===== src/rtl/uart_lite_pkg.sv =====
// Shared receive/transmit types for the UART-lite path.
// Holds the stored FIFO entry layout and the pointer-width helper.
package uart_lite_pkg;

    localparam int UART_DATA_BITS = 8;

    typedef struct packed {
        logic                      parity_err;
        logic                      frame_err;
        logic [UART_DATA_BITS-1:0] chr;
    } rx_entry_t;

    // One extra pointer bit distinguishes full from empty.
    function automatic int fifo_ptr_w(input int depth);
        return $clog2(depth) + 1;
    endfunction

endpackage


===== src/rtl/sync_fifo_mem.sv =====
// FIFO storage: one synchronous write port and one asynchronous read port.
// Storage is not reset; the pointers in the owning FIFO define what is valid.
module sync_fifo_mem #(
    parameter int DEPTH = 16,
    parameter int WIDTH = 10,
    localparam int AW   = $clog2(DEPTH)
) (
    input  logic             clk_i,
    input  logic             we_i,
    input  logic [AW-1:0]    waddr_i,
    input  logic [WIDTH-1:0] wdata_i,
    input  logic [AW-1:0]    raddr_i,
    output logic [WIDTH-1:0] rdata_o
);

    logic [WIDTH-1:0] mem_q [DEPTH];

    always_ff @(posedge clk_i) begin
        if (we_i) begin
            mem_q[waddr_i] <= wdata_i;
        end
    end

    assign rdata_o = mem_q[raddr_i];

endmodule


===== src/rtl/rx_char_fifo.sv =====
// Receive character FIFO: captures recovered characters with their error flags
// and presents them first-word-fall-through, with a sticky overrun flag.
module rx_char_fifo
    import uart_lite_pkg::*;
#(
    parameter int DATA_BITS    = UART_DATA_BITS,
    parameter int DEPTH        = 16,
    parameter bit KEEP_ERRORED = 1'b1
) (
    input  logic                     clk_i,
    input  logic                     rst_ni,
    input  logic [DATA_BITS-1:0]     char_i,
    input  logic                     valid_i,
    input  logic                     frame_err_i,
    input  logic                     parity_err_i,
    output logic [DATA_BITS-1:0]     data_o,
    output logic                     frame_err_o,
    output logic                     parity_err_o,
    output logic                     valid_o,
    input  logic                     ready_i,
    output logic [$clog2(DEPTH):0]   count_o,
    output logic                     overrun_o,
    input  logic                     overrun_clr_i
);

    localparam int PW = fifo_ptr_w(DEPTH);
    localparam int AW = PW - 1;
    localparam int EW = DATA_BITS + 2;

    logic [PW-1:0] wr_q, wr_d, rd_q, rd_d;
    logic          ovr_q, ovr_d;
    logic          push_req, do_push, do_pop, full, empty;
    logic [EW-1:0] rdata;

    assign push_req = valid_i | (KEEP_ERRORED & (frame_err_i | parity_err_i));
    assign empty    = (wr_q == rd_q);
    assign full     = (wr_q[AW] != rd_q[AW]) && (wr_q[AW-1:0] == rd_q[AW-1:0]);
    assign do_pop   = !empty && ready_i;
    // A pop in the same cycle frees the slot, so a full FIFO still accepts.
    assign do_push  = push_req && (!full || do_pop);

    always_comb begin
        wr_d  = wr_q;
        rd_d  = rd_q;
        ovr_d = ovr_q;
        if (do_push) begin
            wr_d = wr_q + 1'b1;
        end
        if (do_pop) begin
            rd_d = rd_q + 1'b1;
        end
        if (push_req && !do_push) begin
            ovr_d = 1'b1;
        end else if (overrun_clr_i) begin
            ovr_d = 1'b0;
        end
    end

    always_ff @(posedge clk_i or negedge rst_ni) begin
        if (!rst_ni) begin
            wr_q  <= '0;
            rd_q  <= '0;
            ovr_q <= 1'b0;
        end else begin
            wr_q  <= wr_d;
            rd_q  <= rd_d;
            ovr_q <= ovr_d;
        end
    end

    sync_fifo_mem #(
        .DEPTH (DEPTH),
        .WIDTH (EW)
    ) u_mem (
        .clk_i   (clk_i),
        .we_i    (do_push),
        .waddr_i (wr_q[AW-1:0]),
        .wdata_i ({parity_err_i, frame_err_i, char_i}),
        .raddr_i (rd_q[AW-1:0]),
        .rdata_o (rdata)
    );

    assign {parity_err_o, frame_err_o, data_o} = empty ? '0 : rdata;
    assign valid_o   = !empty;
    assign count_o   = wr_q - rd_q;
    assign overrun_o = ovr_q;

endmodule

===== config.mk =====
export PLATFORM = sky130hd
export DESIGN_NAME = rx_char_fifo
export DESIGN_NICKNAME = d
export VERILOG_FILES = /design/src/rtl/uart_lite_pkg.sv /design/src/rtl/sync_fifo_mem.sv /design/src/rtl/rx_char_fifo.sv
export SDC_FILE = /design/constraint.sdc
export NUM_CORES = 1
export LEC_CHECK = 0
export CAP_MARGIN = 30
export CORE_UTILIZATION = 60
export CTS_CLUSTER_DIAMETER = 200
export DETAILED_ROUTE_END_ITERATION = 12
export PLACE_DENSITY = 0.83
export SKIP_CTS_REPAIR_TIMING = 1
export SLEW_MARGIN = 15
export SYNTH_ARGS = -nofsm -noshare
export SYNTH_HDL_FRONTEND = slang
export SYNTH_SLANG_ARGS = --single-unit

===== constraint.sdc =====
create_clock -name clk_i -period 4 [get_ports clk_i]
set_clock_uncertainty 0.2 [all_clocks]
set_input_delay 1.2 -clock clk_i [delete_from_list [all_inputs] [get_ports clk_i]]
set_output_delay 1.2 -clock clk_i [all_outputs]
set_load 0.05 [all_outputs]

==> results.sh <==
export IMPL_place_inst=533
export IMPL_place_worst_setup_slack_ns=0.463
export IMPL_syn_nets=376
export IMPL_synth_cell_types=32
export IMPL_drt_iter0_drc=291
export IMPL_clock_fmax_mhz=257
export IMPL_grt_pass1_wl_um=21300
export IMPL_drive_gt1_share_pct=29.2
export IMPL_yosysTopAreaCell="edfxtp_1"
export IMPL_syn_inst=351
export IMPL_postRouteAntennaNets=0
export IMPL_die_w_um=110
export IMPL_rsz0062_at_grt="false"
export IMPL_gr_usage_all_layers_pct=26.1
export IMPL_areaGrowthSynthToFinish_pct=21.0
export IMPL_setup_ws_ns=0.109
export IMPL_min_path_type="reg -> reg"
export IMPL_min_period_over_period_pct=97.3
export IMPL_final_common_cell="edfxtp_1"
export IMPL_synth_seq_cells=171
export IMPL_detail_route_first_pass_iterations=5
export IMPL_maxSlewHeadroom_pct=54.4
export IMPL_grt_pass1_vias=3722
export IMPL_outcome="finished, final reports clean"
export IMPL_placed_cell_area_sq_um=7770
export IMPL_io_pins=32
export IMPL_synth_area_sq_um=6940
export IMPL_num_nets_final=437
export IMPL_wl_per_cell_um=24.7
export IMPL_final_min_clock_period_ns=3.89
export IMPL_initial_core_util_pct=62.7
export IMPL_drt_total_wl_um=14000
export IMPL_clockBufferDepth=2
export IMPL_portBuffers=31
export IMPL_regToRegSetupSlack_ns=1.08
export IMPL_finalHoldViolations=0
export IMPL_required_ns=2.60
export IMPL_tightestPinTransition_ns=0.681
export IMPL_gp_congestion=0.840
export IMPL_dp_hpwl_um=8510
export IMPL_seq_area_frac_synth_pct=73.2
export IMPL_drv_slew=0
export IMPL_critPathCaptureType="output pin"
export IMPL_crit_fanout=44
export IMPL_cts_root_buf="clkbuf_16"
export IMPL_clk_pin_slew_worst_paths_ns=0.06
export IMPL_antenna_found_initial=0
export IMPL_yosys_top_cells_area="edfxtp_1, mux4_2, dfrtp_1"
export IMPL_die_h_um=110
export IMPL_stdcell_count=565
export IMPL_antenna_cells=0
export IMPL_synth_top_area_share_pct=69.2
export IMPL_cap_violations=0
export IMPL_crit_arrival_ns=2.49
export IMPL_rows=38
export IMPL_drc_errors=0
export IMPL_setup_violations=0
export IMPL_dieArea_sq_um=12000
export IMPL_startpoint_type="flop"
export IMPL_clk_latency_ns=0.41
export IMPL_setup_worst_path_class="reg -> out"
export IMPL_yosysWarnings=0
export IMPL_final_cell_area_sq_um=8400
export IMPL_clock_sinks=171
export IMPL_design_core_area_sq_um=11100
export IMPL_vias=3557
export IMPL_cts_made_buffers=17
export IMPL_grt_max_degree=45
export IMPL_grt_ovfl_total=0
export IMPL_htree_levels=4
export IMPL_vias_per_cell=6.30
export IMPL_final_cell_mix="edfxtp_1, mux4_2, buf_4"
export IMPL_cts_tree="built"
export IMPL_avgSynthCellArea_sq_um=19.8
-- state kept, by name, indices dropped and copies added, names as in the netlist --
signal / flops
rd_q: 5
wr_q: 5
overrun_o: 1
u_mem.mem_q: 160
-- layout make-up --
type,instances,area (sq um)
multi-input combinational,153,1800
inverter,10,37.5
timing repair buffer,59,683
fill,592,2680
sequential,171,5080
clock inverter,15,196
clock buffer,17,425
tap,140,175
-- Yosys cell counts, drive strengths merged --
cell type / number
a21o: 2
a21oi: 13
a311o: 1
a31oi: 1
and4: 1
buf: 12
clkbuf: 5
dfrtp: 11
edfxtp: 160
fa: 1
ha: 9
inv: 10
mux2: 10
mux2i: 13
mux4: 38
nand2: 10
nand2b: 2
nand3: 3
nand4: 3
nor2: 13
nor3: 5
o21ai: 12
o22ai: 2
or3: 1
xnor2: 9
xor2: 4
-- cell families after synthesis --
kind of cell / count (synthesis) / synth area share, %
adders and majority gates: 10 / 1.91
AOI/OAI and AO/OA: 31 / 2.43
and+or+nand+nor: 38 / 2.49
DFF: 171 / 73.2
xor gates and xnor gates: 13 / 1.64
muxes: 61 / 16.3
buffers and inverters: 27 / 2.04
-- final timing paths --
check,cells past startpoint,start,endpoint
worst max register to register,7,wr_q[0]$_DFFE_PN0P_,u_mem.mem_q[0][2]$_DFFE_PP_
worst max-delay path,6,rd_q[1]$_DFFE_PN0P_,data_o[4]
max in group asynchronous,1,rst_ni,rd_q[0]$_DFFE_PN0P_
min in group asynchronous,1,rst_ni,rd_q[1]$_DFFE_PN0P_
worst min-delay path,1,wr_q[4]$_DFFE_PN0P_,wr_q[4]$_DFFE_PN0P_
worst min register to register,1,wr_q[4]$_DFFE_PN0P_,wr_q[4]$_DFFE_PN0P_
-- worst max-delay path, stage by stage (launching register included) --
cell and delay, ns:
dfrtp_2 0.38, buf_12 0.28, mux4_1 0.58, mux2_2 0.29
o21ai_0 0.29, a21oi_4 0.06, buf_12 0.16
-- stage by stage --
stage	setup TNS (ns)	hold slack, ns	util, %
floorplan	0	0.298	-
global placement	0	0.313	70.2
detailed placement	0	0.329	70.2
CTS	-0.0300	0.339	75.8
global route	0	0.360	75.8
finish	0	0.338	75.8
-- layer usage --
| layer | share of wire [%] | wire [um] | GRT usage, % | up-vias |
|---|---|---|---|---|
| met5 | 0 | 0 | 0 | - |
| met4 | 2.6 | 359 | 11.0 | 0 |
| met3 | 6.4 | 897 | 6.82 | 32 |
| met2 | 51 | 7070 | 41.8 | 174 |
| met1 | 40 | 5650 | 34.5 | 1814 |
| li1 | - | - | - | 1537 |
Power is left out: the tool's default activity adds up to more than one toggle a clock period on the data nets, which glitch-free logic cannot reach.
